<file path="src/rtl/aes_bist_engine.sv">
// LFSR-driven BIST for the AES core with MISR compaction; transparent mux in functional mode. Optional drain watchdog under BIST_TIMEOUT_EN.
// Mux paths are combinational; a run takes 2 + NUM_PATTERNS cycles plus drain, and the engine never backpressures the core.
module aes_bist_engine #(
   parameter int               WIDTH          = 8,
   parameter logic [WIDTH-1:0] KEY_TAPS       = 8'h63,
   parameter logic [WIDTH-1:0] DATA_TAPS      = 8'h63,
   parameter logic [WIDTH-1:0] MISR_TAPS      = 8'h63,
   parameter logic [WIDTH-1:0] KEY_SEED       = 8'hA5,
   parameter logic [WIDTH-1:0] DATA_SEED      = 8'h0F,
   parameter int               NUM_PATTERNS   = 16,
   parameter logic [WIDTH-1:0] GOLDEN_SIG     = 8'hC0,
   parameter int               TIMEOUT_CYCLES = 256
) (
   input  logic             clk,
   input  logic             rst,
   input  logic             is_bist,
   input  logic             bist_start,
   input  logic             bist_abort,
   input  logic [WIDTH-1:0] key_in,
   input  logic [WIDTH-1:0] d_in,
   output logic [WIDTH-1:0] key_to_dut,
   output logic [WIDTH-1:0] data_to_dut,
   input  logic [WIDTH-1:0] dut_dout,
   input  logic             dut_vld,
   input  logic             dut_done,
   output logic [WIDTH-1:0] d_out,
   output logic             bist_busy,
   output logic             bist_done,
   output logic             bist_pass,
   output logic             bist_timeout,
   output logic [WIDTH-1:0] signature
);

   localparam int               CW        = $clog2(NUM_PATTERNS + 1);
   localparam logic [WIDTH-1:0] ONE       = {{(WIDTH-1){1'b0}}, 1'b1};
   // An all-zero seed would lock the LFSR, so it is replaced by 1.
   localparam logic [WIDTH-1:0] KEY_INIT  = (KEY_SEED == '0) ? ONE : KEY_SEED;
   localparam logic [WIDTH-1:0] DATA_INIT = (DATA_SEED == '0) ? ONE : DATA_SEED;
   localparam logic [CW-1:0]    CNT_LAST  = CW'(NUM_PATTERNS - 1);

   typedef enum logic [2:0] {
      S_IDLE,
      S_SEED,
      S_DRIVE,
      S_DRAIN,
      S_COMPARE,
      S_DONE
   } state_t;

   state_t           state_q, state_d;
   logic [CW-1:0]    cnt_q, cnt_d;
   logic [WIDTH-1:0] key_q, key_d;
   logic [WIDTH-1:0] data_q, data_d;
   logic [WIDTH-1:0] sig_q, sig_d;
   logic             start_q;
   logic             busy_q, busy_d;
   logic             done_q, done_d;
   logic             pass_q, pass_d;
   logic [WIDTH-1:0] key_step, data_step, sig_step;
   logic             start_rise, abort;

`ifdef BIST_TIMEOUT_EN
   localparam int          TW       = $clog2(TIMEOUT_CYCLES + 1);
   localparam logic [TW-1:0] TMO_LAST = TW'(TIMEOUT_CYCLES - 1);
   logic [TW-1:0] tmo_cnt_q, tmo_cnt_d;
   logic          tmo_hit_q, tmo_hit_d;
   logic          tmo_q, tmo_d;
`endif

   assign key_step   = {key_q[WIDTH-2:0], ^(key_q & KEY_TAPS)};
   assign data_step  = {data_q[WIDTH-2:0], ^(data_q & DATA_TAPS)};
   assign sig_step   = {sig_q[WIDTH-2:0], ^(sig_q & MISR_TAPS)} ^ dut_dout;
   assign start_rise = bist_start & ~start_q;
   assign abort      = bist_abort | ~is_bist;

   always_comb begin
      state_d = state_q;
      cnt_d   = cnt_q;
      key_d   = key_q;
      data_d  = data_q;
      sig_d   = sig_q;
      busy_d  = busy_q;
      done_d  = done_q;
      pass_d  = pass_q;
`ifdef BIST_TIMEOUT_EN
      tmo_cnt_d = tmo_cnt_q;
      tmo_hit_d = tmo_hit_q;
      tmo_d     = tmo_q;
`endif
      case (state_q)
         S_IDLE: begin
            if (is_bist && start_rise) state_d = S_SEED;
         end
         S_SEED: begin
            key_d   = KEY_INIT;
            data_d  = DATA_INIT;
            sig_d   = '0;
            cnt_d   = '0;
            busy_d  = 1'b1;
            done_d  = 1'b0;
            pass_d  = 1'b0;
`ifdef BIST_TIMEOUT_EN
            tmo_cnt_d = '0;
            tmo_hit_d = 1'b0;
            tmo_d     = 1'b0;
`endif
            state_d = S_DRIVE;
         end
         S_DRIVE: begin
            key_d  = key_step;
            data_d = data_step;
            cnt_d  = cnt_q + 1'b1;
            if (dut_vld) sig_d = sig_step;
            if (cnt_q == CNT_LAST) state_d = S_DRAIN;
         end
         S_DRAIN: begin
            if (dut_vld) sig_d = sig_step;
            if (dut_done) begin
               state_d = S_COMPARE;
`ifdef BIST_TIMEOUT_EN
            end else if (tmo_cnt_q == TMO_LAST) begin
               tmo_hit_d = 1'b1;
               state_d   = S_COMPARE;
            end else begin
               tmo_cnt_d = tmo_cnt_q + 1'b1;
`endif
            end
         end
         S_COMPARE: begin
            // The last word (vld with done) was folded in on the DRAIN exit edge.
`ifdef BIST_TIMEOUT_EN
            pass_d = (sig_q == GOLDEN_SIG) & ~tmo_hit_q;
            tmo_d  = tmo_hit_q;
`else
            pass_d = (sig_q == GOLDEN_SIG);
`endif
            done_d  = 1'b1;
            busy_d  = 1'b0;
            state_d = S_DONE;
         end
         S_DONE: begin
            if (!bist_start) state_d = S_IDLE;
         end
         default: state_d = S_IDLE;
      endcase

      if (state_q != S_IDLE && abort) begin
         state_d = S_IDLE;
         cnt_d   = cnt_q;
         key_d   = key_q;
         data_d  = data_q;
         sig_d   = sig_q;
         busy_d  = 1'b0;
         done_d  = 1'b0;
         pass_d  = 1'b0;
`ifdef BIST_TIMEOUT_EN
         tmo_d   = 1'b0;
`endif
      end
   end

   always_ff @(posedge clk or negedge rst) begin
      if (!rst) begin
         state_q <= S_IDLE;
         cnt_q   <= '0;
         key_q   <= KEY_INIT;
         data_q  <= DATA_INIT;
         sig_q   <= '0;
         start_q <= 1'b0;
         busy_q  <= 1'b0;
         done_q  <= 1'b0;
         pass_q  <= 1'b0;
`ifdef BIST_TIMEOUT_EN
         tmo_cnt_q <= '0;
         tmo_hit_q <= 1'b0;
         tmo_q     <= 1'b0;
`endif
      end else begin
         state_q <= state_d;
         cnt_q   <= cnt_d;
         key_q   <= key_d;
         data_q  <= data_d;
         sig_q   <= sig_d;
         start_q <= bist_start;
         busy_q  <= busy_d;
         done_q  <= done_d;
         pass_q  <= pass_d;
`ifdef BIST_TIMEOUT_EN
         tmo_cnt_q <= tmo_cnt_d;
         tmo_hit_q <= tmo_hit_d;
         tmo_q     <= tmo_d;
`endif
      end
   end

   assign key_to_dut  = is_bist ? key_q : key_in;
   assign data_to_dut = is_bist ? data_q : d_in;
   assign d_out       = is_bist ? sig_q : dut_dout;
   assign signature   = sig_q;
   assign bist_busy   = busy_q;
   assign bist_done   = done_q;
   assign bist_pass   = pass_q;
`ifdef BIST_TIMEOUT_EN
   assign bist_timeout = tmo_q;
`else
   assign bist_timeout = 1'b0;
`endif

endmodule

</file>
<file path="config.mk">
export PLATFORM = sky130hd
export DESIGN_NAME = aes_bist_engine
export DESIGN_NICKNAME = d
export VERILOG_FILES = /design/src/rtl/aes_bist_engine.sv
export SDC_FILE = /design/constraint.sdc
export NUM_CORES = 1
export LEC_CHECK = 0
export BUFFER_PORTS_ARGS = -buffer_cell sky130_fd_sc_hd__buf_2
export CORE_UTILIZATION = 51
export DETAILED_ROUTE_END_ITERATION = 6
export MAX_ROUTING_LAYER = met4
export PLACE_DENSITY_LB_ADDON = 0.25
export SLEW_MARGIN = 20
export SYNTH_ARGS = -nofsm -noshare
export SYNTH_HDL_FRONTEND = slang
export SYNTH_SLANG_ARGS = --single-unit
</file>
<file path="constraint.sdc">
create_clock -name clk -period 2.1 [get_ports clk]
set_clock_uncertainty 0.2 [all_clocks]
set_input_delay 0.42 -clock clk [delete_from_list [all_inputs] [get_ports clk]]
set_output_delay 0.42 -clock clk [all_outputs]
set_load 0.1 [all_outputs]
</file>
==> impl_results.md <==
* Worst Hold Path EP: start_q$_DFF_PN0_
* Port-buffer cells at 65
* IO Count at 67
* Slew Viols, Final at 0
* Drt total wl at 4.64 mm
* Highest metal used: met4
* Worst VDD drop at 0.847 mV
* Asr flop ratio synth at 1.00
* DPL Wire Length at 3.45 mm
* #FFs+latches synth at 36
* Die Y at 66.5 µm
* Net switching power at 0.00189 W
* Vias at 1751
* Sink Count at 36
* Core Rows at 23
* Iteration-0 DRC Markers at 82
* Gate Count Post-Synth at 200
* Largest net degree at the start of global routing at 37
* Most frequent cell after synthesis: mux2_2
* Top post-synthesis cells by area: dfrtp_1 (33%), mux2_2 (16%), dfstp_2 (9.9%), xnor2_1 (4.1%), a22o_1 (3.7%)
* WHS at 87.4 ps
* DRC at 0
* Worst hold path class: in -> reg
* Max Clk Rate at 490 MHz
* Min Tclk post-route at 2040 ps
* Final setup violation count at 0
* Crit path buffers/inverters at 1
* Fin. Hold Viols at 0
* Num CTS Buffers at 5
* GR Overflow Total at 0
* First-pass GRT wire length at 7.54 mm
* All-layer global routing usage at 0.241
* Hold path start: bist_start
* Most used DFF post-synth: dfrtp_1
* Commonest cells post-synth: mux2_2 (30), dfrtp_1 (28), nand2_1 (12), nor2_1 (11), xnor2_1 (10)
* Inst Count DP at 314
* Depth of the worst hold-timing path at 1
* Met2 WL at 2.33 mm
* Synth Warn # at 0
* Layout cells sized above 1 at 0.505
* DIE AREA at 4420 µm²
* CP max stage delay at 560 ps
* R2r setup slk at 240 ps
* Register share of total power at 0.304
* Post-DR vias/cell at 5.42
* H-tree levels at 2
* LEAKAGE at 1.32 nW
* RR Startpoint: cnt_q[0]$_DFFE_PN0P_
* Final instance count without filler cells at 323
* Outcome: finished clean
* Int Pwr at 0.00188 W
* Total power at 0.00377 W
* GP Congestion at 0.836
* Chip width at 66.5 µm
* RR Endpoint: state_q[1]$_DFFE_PN0P_
* Final nets at 306
* Synth unique cells at 43
* Delay-heaviest family, CP: flip-flops
* Met1 wire length at 2.04 mm
* Sw frac at 0.501
* Synthesized area per cell at 10.6 µm²
* Combinational share of power at 0.560
* Clk pin slew, worst setup/hold paths at 80 ps
* Kind of critical path: reg -> out
* Core region area at 4000 µm²
* Worst-path maximum fanout at 4
* Area growth, synth to finish at 32.3%
* Tcrit/Tclk final at 0.971
* Initial antenna violation count at 0
* Post-synth EDFFs at 0
* Post-synth top area cell: dfrtp_1
* # diodes at 0
* Critical path endpoint category: primary output
* Clock share of power at 0.136
* Seq/Total Area, Yosys at 0.429
* Maxcap violations at 0
* Post-route ant nets at 0
* Setup bufs post-CTS at 0
* Critical path depth at 2
* FF-to-FF path depth at 7
* CTS tree: yes
* Post-Syn Nets at 234
* Vias in the first global route at 1617
* RSZ-0062 raised after global routing: false
* CP Data Arrival Time at 1420 ps
* Clock insertion delay at the later pin of the skew report at 290 ps
* CP required at 1480 ps
* Post-synth top area share at 0.330
* Cells along the critical path: mux2_2 -> buf_2
* DR WL met3 at 212 µm
* Pwr Density at 1340 nW/µm²
* Initial core utilization at 0.530
* Max clock buf depth at 2
* CP Launch Type: flop
* WL/cell at 14.4 µm
* Pre-Repair DR Iteration Count at 4
* Critical path's slowest cell: dfstp_2
* Synthesized cell area at 2120 µm²
* Root Driver: clkbuf_8
## worst max-delay path by stage
stage                                      from  slack [ps]                  endpoint
after floorplan                         is_bist          -7                  d_out[0]
after global placement                  is_bist         150      cnt_q[1]$_DFFE_PN0P_
after detailed placement                is_bist         110  signature[4]$_DFFE_PN0P_
after CTS                 data_q[1]$_DFFE_PN1P_          50            data_to_dut[1]
after global routing      data_q[1]$_DFFE_PN1P_          30            data_to_dut[1]
final                     data_q[1]$_DFFE_PN1P_          60            data_to_dut[1]
## flip-flops by register name, indices dropped and copies added, names as in the netlist
register	cells
signature	8
start_q	1
key_q	8
bist_busy	1
cnt_q	5
bist_done	1
state_q	3
bist_pass	1
data_q	8
## per-layer routing
metal,vias to the layer above,track usage
li1,857,-
met4,0,0.0824
met1,834,0.290
met3,5,0.0719
met2,55,0.385
met5,-,-
## worst register-to-register path: stages (launching register included)
cell and delay [ps]:
dfrtp_1 410, ha_1 220, and3_1 180, ha_1 180, nor4b_2 260, a21oi_2 80, nand2_1 90, mux2i_1 170
## per-stage QoR
| step | utilization | setup TNS [ps] | setup WS (ps) | instance area (µm²) |
|---|---|---|---|---|
| floorplan | - | -132 | -6.62 | 2130 |
| detailed placement | 0.674 | 0 | 113 | 2700 |
| finish | 0.702 | 0 | 60.8 | 2810 |
| CTS | 0.700 | 0 | 48.7 | 2800 |
| global placement | 0.674 | 0 | 147 | 2700 |
| global route | 0.702 | 0 | 30.3 | 2810 |
## cell families (layout without fill, tap and decap cells)
kind of cell	Yosys count	count (layout)	synth area share
AND/OR/NAND/NOR	46	46	0.117
flip-flops	36	36	0.429
XOR/XNOR	17	17	0.0702
other	1	1	0.00177
adder cells (fa/ha/maj)	3	3	0.0177
multiplexers	34	34	0.178
AO/OA/AOI/OAI	42	42	0.140
buffers and inverters	21	94	0.0460
## layout make-up
type	instances	area (µm²)
flip-flops and latches	36	921
clock inverters	2	10.0
repair buffers	80	588
multi-input cells	143	1120
well taps	50	62.6
inverters	6	22.5
clock buffers	6	82.6
fillers	303	1190
## timing repair
action | CTS | global route
gates resized for setup | 0 | 1
hold endpoints to repair | 28 | 0
hold buffers | 1 | 0
setup endpoints to repair | 0 | 2
## cell usage in the layout (no fill, tap or decap), drive strengths merged, types with 2 or more instances in the layout
cell	count
buf	79
mux2	30
dfrtp	28
nand2	12
nor2	11
xnor2	10
a22o	9
o21ai	9
dfstp	8
a21oi	8
xor2	7
inv	6
clkbuf	6
o22a	5
mux2i	4
nor3	4
nand2b	3
nor2b	3
ha	3
nand3	2
a31oi	2
o2bb2ai	2
a22oi	2
nor4	2
clkinv	2
nor3b	2
## power groups by stage
stage,clock network [W],registers (W),logic (W)
2_1_floorplan,0,0.00137,0.00138
3_3_place_gp,0,0.00115,0.00207
3_5_place_dp,0,0.00116,0.00211
4_1_cts,0.000523,0.00114,0.00212
5_1_grt,0.000551,0.00117,0.00222
6_report,0.000513,0.00115,0.00211
No activity file was read; power rests on OpenSTA's default activity.
